## src/rtl/trans_est_param.sv

```systemverilog
// Transmission estimation, parametrised.
// Per 3x3 window of NCH-channel pixels:
//   t = max(T0, 1 - omega * min_window(min_ch(I/A)))
// The pipeline has four stages (normalise, channel min, window min, transmission).
// It accepts one window per cycle and has no backpressure.

// One window pixel: normalise each channel by inverse A (S1), then take the
// minimum over the channels (S2).
module trans_est_pix #(
  parameter int DATA_W = 8,
  parameter int NCH    = 3,
  parameter int INV_W  = 9
) (
  input  logic                          clk,
  input  logic                          rst,
  input  logic [NCH-1:0][DATA_W-1:0]    pix,
  input  logic [NCH-1:0][INV_W-1:0]     inv,
  output logic [DATA_W-1:0]             ch_min
);
  localparam int PW = DATA_W + INV_W;
  localparam int SW = PW - 8;
  localparam logic [SW-1:0] SAT = SW'((1 << DATA_W) - 1);

  logic [NCH-1:0][DATA_W-1:0] norm_nx, norm_q;
  logic [DATA_W-1:0]          min_nx;

  for (genvar c = 0; c < NCH; c++) begin : g_ch
    logic [SW-1:0] sh;
    // Q8 scale: inv = 2^16/A, so (p*inv)>>8 is p/A in DATA_W-bit full scale.
    assign sh         = SW'((PW'(pix[c]) * PW'(inv[c])) >> 8);
    assign norm_nx[c] = (sh > SAT) ? {DATA_W{1'b1}} : sh[DATA_W-1:0];
  end

  // S1 register: saturated normalised channels
  always_ff @(posedge clk) begin
    if (rst) norm_q <= '0;
    else     norm_q <= norm_nx;
  end

  // minimum over the channels of this pixel
  always_comb begin
    min_nx = norm_q[0];
    for (int c = 1; c < NCH; c++)
      if (norm_q[c] < min_nx) min_nx = norm_q[c];
  end

  // S2 register: per-pixel channel minimum
  always_ff @(posedge clk) begin
    if (rst) ch_min <= '0;
    else     ch_min <= min_nx;
  end
endmodule

module trans_est_param #(
  parameter int DATA_W      = 8,
  parameter int NCH         = 3,
  parameter int INV_W       = 9,
  parameter int INV_DEFAULT = 315,
  parameter int OMEGA       = 243,
  parameter int T0          = 26
) (
  input  logic                    clk,
  input  logic                    rst,
  input  logic                    in_valid,
  input  logic [9*NCH*DATA_W-1:0] in_win,
  input  logic                    frame_start,
  input  logic                    atm_sel,
  input  logic                    atm_valid,
  input  logic [NCH*INV_W-1:0]    atm_inv,
  output logic [DATA_W-1:0]       transmission,
  output logic [DATA_W-1:0]       dark_out,
  output logic                    trans_valid,
  output logic                    atm_captured,
  output logic                    atm_active
);
  localparam int NPIX   = 9;
  localparam int STAGES = 4;
  localparam logic [INV_W-1:0]  INV_DEF = INV_W'(INV_DEFAULT);
  localparam logic [DATA_W-1:0] MAXV    = {DATA_W{1'b1}};
  localparam logic [DATA_W-1:0] T0_L    = DATA_W'(T0);

  logic [NPIX-1:0][NCH-1:0][DATA_W-1:0] win;
  logic [NCH-1:0][INV_W-1:0]            ale_inv, inv_def, shadow, active, inv_next;
  logic [NPIX-1:0][DATA_W-1:0]          pix_min;
  logic [DATA_W-1:0]                    win_min, dark_s3, d_sc, t_raw, t_cl;
  logic [STAGES:1]                      vld_pipe;
  logic                                 frame_sw, use_ale;

  assign win      = in_win;
  assign ale_inv  = atm_inv;
  assign inv_def  = {NCH{INV_DEF}};
  assign frame_sw = in_valid & frame_start;
  // A same-cycle ALE strobe counts as captured, so it can be used at once.
  assign use_ale  = atm_sel & (atm_captured | atm_valid);

  // Inverse A seen by S1 this cycle: the frame_start window already uses the new value.
  always_comb begin
    inv_next = active;
    if (frame_sw)
      inv_next = use_ale ? (atm_valid ? ale_inv : shadow) : inv_def;
  end

  // ALE shadow capture; the active set only changes at an accepted frame_start
  always_ff @(posedge clk) begin
    if (rst) begin
      shadow       <= inv_def;
      active       <= inv_def;
      atm_captured <= 1'b0;
      atm_active   <= 1'b0;
    end else begin
      if (atm_valid) begin
        shadow       <= ale_inv;
        atm_captured <= 1'b1;
      end
      if (frame_sw) begin
        active     <= inv_next;
        atm_active <= use_ale;
      end
    end
  end

  // valid shift register, one bit per stage; bubbles flow through as zeros
  always_ff @(posedge clk) begin
    if (rst) vld_pipe <= '0;
    else     vld_pipe <= {vld_pipe[STAGES-1:1], in_valid};
  end
  assign trans_valid = vld_pipe[STAGES];

  for (genvar k = 0; k < NPIX; k++) begin : g_pix
    trans_est_pix #(.DATA_W(DATA_W), .NCH(NCH), .INV_W(INV_W)) u_pix (
      .clk    (clk),
      .rst    (rst),
      .pix    (win[k]),
      .inv    (inv_next),
      .ch_min (pix_min[k])
    );
  end

  // minimum over the nine pixel minima
  always_comb begin
    win_min = pix_min[0];
    for (int k = 1; k < NPIX; k++)
      if (pix_min[k] < win_min) win_min = pix_min[k];
  end

  // S3 register: dark channel
  always_ff @(posedge clk) begin
    if (rst) dark_s3 <= '0;
    else     dark_s3 <= win_min;
  end

  // OMEGA <= 255 keeps d within DATA_W bits, so the subtraction cannot wrap
  assign d_sc  = DATA_W'(((DATA_W+8)'(OMEGA) * (DATA_W+8)'(dark_s3)) >> 8);
  assign t_raw = MAXV - d_sc;
  assign t_cl  = (t_raw < T0_L) ? T0_L : t_raw;

  // S4 register: transmission, with dark_out delayed to line up with it
  always_ff @(posedge clk) begin
    if (rst) begin
      transmission <= '0;
      dark_out     <= '0;
    end else begin
      transmission <= t_cl;
      dark_out     <= dark_s3;
    end
  end
endmodule

```

## config.mk

```make
export PLATFORM = sky130hd
export DESIGN_NAME = trans_est_param
export DESIGN_NICKNAME = d
export VERILOG_FILES = /design/src/rtl/trans_est_param.sv
export SDC_FILE = /design/constraint.sdc
export NUM_CORES = 2
export LEC_CHECK = 0
export ABC_AREA = 1
export CAP_MARGIN = 15
export CORE_MARGIN = 10
export CORE_UTILIZATION = 35
export CTS_BUF_LIST = sky130_fd_sc_hd__clkbuf_8
export CTS_CLUSTER_DIAMETER = 80
export DETAILED_ROUTE_END_ITERATION = 12
export GPL_TIMING_DRIVEN = 0
export HOLD_SLACK_MARGIN = 0.06
export PLACE_DENSITY = 0.6
export SLEW_MARGIN = 20
export SYNTH_ARGS = -nofsm -noshare
export SYNTH_HDL_FRONTEND = slang
export SYNTH_HIERARCHICAL = 1
export SYNTH_SLANG_ARGS = --single-unit
export TNS_END_PERCENT = 30
```

## constraint.sdc

```tcl
create_clock -name clk -period 15.4 [get_ports clk]
set_input_delay 4.62 -clock clk [delete_from_list [all_inputs] [get_ports clk]]
set_output_delay 4.62 -clock clk [all_outputs]
set_load 0.05 [all_outputs]
```

Word-level counts from Yosys, hierarchy flattened:

Cells that the tools add are included.

* register bits: 372
* latch bits: 0
* memory bits (writable): 0
* ROM bits: 0
* bits of input ports: 249
* output and inout bits: 19
* logic and storage cells: 193
* memories: 0

* add/sub/neg operators: 1
* multiply operators: 28
* divide/modulo/power cells: 0
* $lt $le $gt $ge: 54
* equal/unequal tests: 0
* shifts and indexed selects: 0
* muxes and demuxes: 57
* bitwise logic cells: 3
* reductions and logical operators: 1

Operators with widths (number)
* $mul A8 B9 Y17: 27
* $mux W8: 53
* $gt A9 B8 Y1 const B: 27
* $lt A8 B8 Y1: 26
* $mux W27: 3
* $mul A8 B8 Y16 const A: 1
* $lt A8 B5 Y1 const B: 1
* $sub A8 B8 Y8 const A: 1
* $mux W5: 1
* $and A1 B1 Y1: 2
* $reduce_or A2 Y1: 1
* $or A1 B1 Y1: 1

Logic depth before layout (Yosys ltp):

* word-level depth: 16
* mapped depth: 84
* mapped depth without buffers: 76

Hierarchy:

The synthesis kept the hierarchy.

By module, submodules not included
* trans_est_pix at g_pix[1].u_pix ...: times used 3, cells an instance 1213, area an instance 8619.5 um^2, seq. area each 640.6 um^2
* trans_est_pix at g_pix[8].u_pix: times used 1, cells an instance 1217, area an instance 8759.7 um^2, seq. area each 640.6 um^2
* trans_est_pix at g_pix[5].u_pix: times used 1, cells an instance 1218, area an instance 8690.8 um^2, seq. area each 640.6 um^2
* trans_est_pix at g_pix[7].u_pix: times used 1, cells an instance 1213, area an instance 8599.5 um^2, seq. area each 640.6 um^2
* trans_est_pix at g_pix[6].u_pix: times used 1, cells an instance 1206, area an instance 8593.2 um^2, seq. area each 640.6 um^2
* trans_est_pix at g_pix[4].u_pix: times used 1, cells an instance 1202, area an instance 8531.9 um^2, seq. area each 640.6 um^2
* trans_est_pix at g_pix[0].u_pix: times used 1, cells an instance 1196, area an instance 8463.1 um^2, seq. area each 640.6 um^2
* trans_est_param: times used 1, cells an instance 837, area an instance 6164.7 um^2, seq. area each 1681.6 um^2

Worst setup path before layout:

OpenSTA, ideal clock, no wires.

* path kind: input to register
* from: in atm_valid
* to: reg g_pix[4].u_pix/norm_q[0] (netlist name)
* library setup time: 0.109 ns
* arrival time: 12.124 ns
* data required time: 15.291 ns
* slack: 3.167 ns
* stages: 26
* path buffers: 2
* path through: clkbuf_1 -> buf_1 -> mux2i_1 -> a21oi_1 -> nand2_1 -> fa_1 -> fa_1 -> inv_1 -> fa_1 -> inv_1 -> fa_1 -> inv_1 -> ha_1 -> a21oi_1 -> o21a_1 -> o21ai_4 -> nand3_2 -> o21bai_4 -> nand2_2 -> clkinv_2 -> nor2_2 -> nand2_4 -> nand2_4 -> nand2_2 -> nand2_1 -> inv_1

RTL lines
* start: declaration: RTL line 68 `input logic atm_valid,`
* end signal: assignment: RTL line 37 `else norm_q <= norm_nx;`
* end: declaration: RTL line 24 `logic [NCH-1:0][DATA_W-1:0] norm_nx, norm_q;`

Worst setup path in the final report:

* from: reg g_pix[0].u_pix.ch_min[7]
* to: reg dark_s3[2]

* longest elaborated chain between the ends: 16

RTL lines
* start: declaration: RTL line 18 `output logic [DATA_W-1:0] ch_min`
* start signal: assignment: RTL line 50 `else ch_min <= min_nx;`
* $lt A8 B8 Y1: RTL line 143 `if (pix_min[k] < win_min) win_min = pix_min[k];`
* $mux W8 *: RTL line 143
* $lt A8 B8 Y1: RTL line 143
* $mux W8 *: RTL line 143
* $lt A8 B8 Y1: RTL line 143
* $mux W8 *: RTL line 143
* $lt A8 B8 Y1: RTL line 143
* $mux W8 *: RTL line 143
* $lt A8 B8 Y1: RTL line 143
* $mux W8 *: RTL line 143
* $lt A8 B8 Y1: RTL line 143
* $mux W8 *: RTL line 143
* $lt A8 B8 Y1: RTL line 143
* $mux W8 *: RTL line 143
* $lt A8 B8 Y1: RTL line 143
* $mux W8 *: RTL line 143
* end signal: assignment: RTL line 149 `else dark_s3 <= win_min;`
* end: declaration: RTL line 85 `logic [DATA_W-1:0] win_min, dark_s3, d_sc, t_raw, t_cl;`

Mark *: on every way between the ends. The rest lies on a longest branch, timed or not.
A chain may end at the register's enable or synchronous reset.

==> impl_metrics.json <==
{
  "yosys.area_share.xor_xnor": 0.0252,
  "viasPerCell": 4.49,
  "yosys_most_used_dff": "dfxtp_1",
  "synthTopCellsByCount": "3,505 x inv_1, 2,849 x nand2_1, 1,125 x ha_1",
  "cts_buffers": 74,
  "first_pass_iters": 6,
  "max_stage_delay_ps": 630,
  "clockRootBuffer": "clkbuf_8",
  "grt-ovfl-total": 0,
  "grt.total_usage": 0.174,
  "powerDensity_nw_per_um2": 183,
  "core-area_um2": 238000,
  "crit_arrival_ps": 14250,
  "peakVddDrop_mv": 0.222,
  "finalClockSkew_ps": 39.5,
  "die_y_um": 509,
  "rsz0062_at_grt": "no",
  "die_area_um2": 259000,
  "nNetsFinal": 14400,
  "crit_top_cell": "a21oi_1",
  "dieWidth_um": 509,
  "io_buffers": 51,
  "ys_seq_elements": 372,
  "yosysMostFrequentCell": "inv_1",
  "place_hpwl_um": 192000,
  "hold_viol_final": 0,
  "crit_path_max_fanout": 10,
  "synth_top_area_frac": 0.269,
  "drc": 0,
  "initial_utilization": 0.352,
  "synth_top_family_by_area": "adder cells",
  "ys_types": 68,
  "grt_pass1_wl_um": 365000,
  "row_count": 179,
  "yosys_warnings": 6,
  "cts_max_level": 3,
  "synth_nets": 14200,
  "dp_slack_ps": 1560,
  "yosys.area_share.simple": 0.183,
  "clk_pin_slew_worst_paths_ps": 60,
  "fin_ws_ps": 1760,
  "cts_tree": "done",
  "cts_buffer_depth": 3,
  "synth_top_area_cell": "fa_1",
  "synthCells": 11700,
  "clk_latency_ps": 760,
  "vias": 68000,
  "synth_mux_area_frac": 0.00323,
  "worst_pin_slew_ps": 1150,
  "worstSetupPathType": "flop to flop",
  "syn_area_um2": 83700,
  "cts_hold_repair.buffers": 0,
  "ios": 268,
  "total_power_uw": 16700,
  "drive_gt1_frac": 0.0458,
  "async_flop_share": 0,
  "cap_violations": 0,
  "cts.sinks": 372,
  "status": "finished clean",
  "setup_viol": 0,
  "grt_pass1_vias": 68200,
  "period_needed_ps": 13640,
  "crit_path_end_kind": "flop",
  "required_ps": 16000,
  "syn_to_final_growth_pct": 8.97,
  "ant_nets": 0,
  "synth-adder-area-share": 0.437,
  "drv_slew": 0,
  "synth_compound_area_frac": 0.0797,
  "drt-total-wl_um": 223000,
  "finalSetupTns_ps": 0,
  "gp_congestion": 0.879,
  "antenna_found_initial": 59,
  "synth_edf_count": 0,
  "hp-class": "flop to flop",
  "syn_avg_cell_area_um2": 7.13,
  "ys_seq_area_frac": 0.0890,
  "grt_max_degree": 22,
  "power_leakage_uw": 0.0573,
  "crit_path_start_kind": "flop",
  "wl_per_cell_um": 14.7,
  "slowest_stage": "a211oi_1",
  "yosys-top-cells-area": "fa_1 27%, ha_1 17%, inv_1 16%, nand2_1 13%, dfxtp_1 8.9%",
  "drt_iter0_drc": 3516,
  "max_freq_ghz": 0.0733,
  "post-route-period-util": 0.886,
  "relSlewSlack": 0.234
}
## through the flow
stage	std cells	utilization	hold slack, ps	area [µm²]
floorplan	11700	-	388	83700
global placement	14900	0.371	392	88100
detailed placement	15000	0.376	396	89500
CTS	15100	0.383	394	91100
global route	15100	0.383	438	91100
finish	15100	0.383	397	91200
## path summary, 6_finish.rpt
path	start	end	slack [ps]	cells past startpoint
setup / recovery	g_pix[0].u_pix/ch_min[7]$_SDFF_PP0_	dark_s3[2]$_SDFF_PP0_	1760	58
hold / removal	vld_pipe[3]$_SDFF_PP0_	vld_pipe[4]$_SDFF_PP0_	400	2
setup reg to reg	g_pix[0].u_pix/ch_min[7]$_SDFF_PP0_	dark_s3[2]$_SDFF_PP0_	1760	58
hold reg to reg	vld_pipe[3]$_SDFF_PP0_	vld_pipe[4]$_SDFF_PP0_	400	2
## layer usage
| layer | vias up | GRT usage | share of wire |
|---|---|---|---|
| li1 | 34700 | - | - |
| met1 | 31900 | 0.242 | 0.48 |
| met2 | 1126 | 0.281 | 0.44 |
| met3 | 235 | 0.0316 | 0.056 |
| met4 | 62 | 0.0353 | 0.019 |
| met5 | - | 0 | 0.0017 |
## final cells by class
type                    instances  area [µm²]
clock buffers                  87        1200
fillers                     25100      147000
plain buffers                 483        2010
repair buffers                 91        1540
inverters                    3528       13200
diodes                         21        52.6
multi-input cells            7345       61300
well taps                    3167        3960
flip-flops and latches        372        7450
clock inverters                46         408
## cell families (layout without fill, tap and decap cells)
kind of cell | after synthesis | count (layout)
DFF | 372 | 372
xor gates and xnor gates | 220 | 220
other | 0 | 21
AOI/OAI and AO/OA | 1123 | 1123
buffers and inverters | 4011 | 4235
muxes | 27 | 27
and+or+nand+nor | 3726 | 3726
adders and majority gates | 2249 | 2249
## where the power goes
part	switching, µW	leakage, µW	internal, µW	total, µW
sequential	209	0.00309	1360	1570
clock	476	0.000882	633	1110
combinational	8740	0.0533	5240	14000
total	9430	0.0573	7230	16700
## what timing repair did
item                                    in CTS  in global routing
gates resized for setup                      0                  1
setup buffers                                0                  0
endpoints found under the hold margin        0                  0
endpoints found under the setup margin       0                  1
## layout by cell type (no fill, tap or decap), types with 131 or more instances in the layout
cell / n
a21oi_1: 604
dfxtp_1: 372
nor2_1: 299
xnor2_1: 131
clkbuf_1: 401
inv_1: 3526
fa_1: 1124
nand2_1: 2849
ha_1: 1125
o21ai_0: 200
nand3_1: 234
## critical path: cells and delay by family, from the launching register on
family	cells	cell delay, ps
compound gates	24	6930
fa+ha+maj	8	2500
buf+inv	10	2020
simple gates	16	1700
flops	1	300
## registers in the layout (all words and copies together), names as in the netlist
register and count:
g_pix.u_pix/norm_q 216, g_pix.u_pix/ch_min 72, active 27, shadow 27
dark_out 8, dark_s3 8, transmission 8, vld_pipe 4
atm_active 1, atm_captured 1
Note: power is estimated with default switching activity, not from simulation.
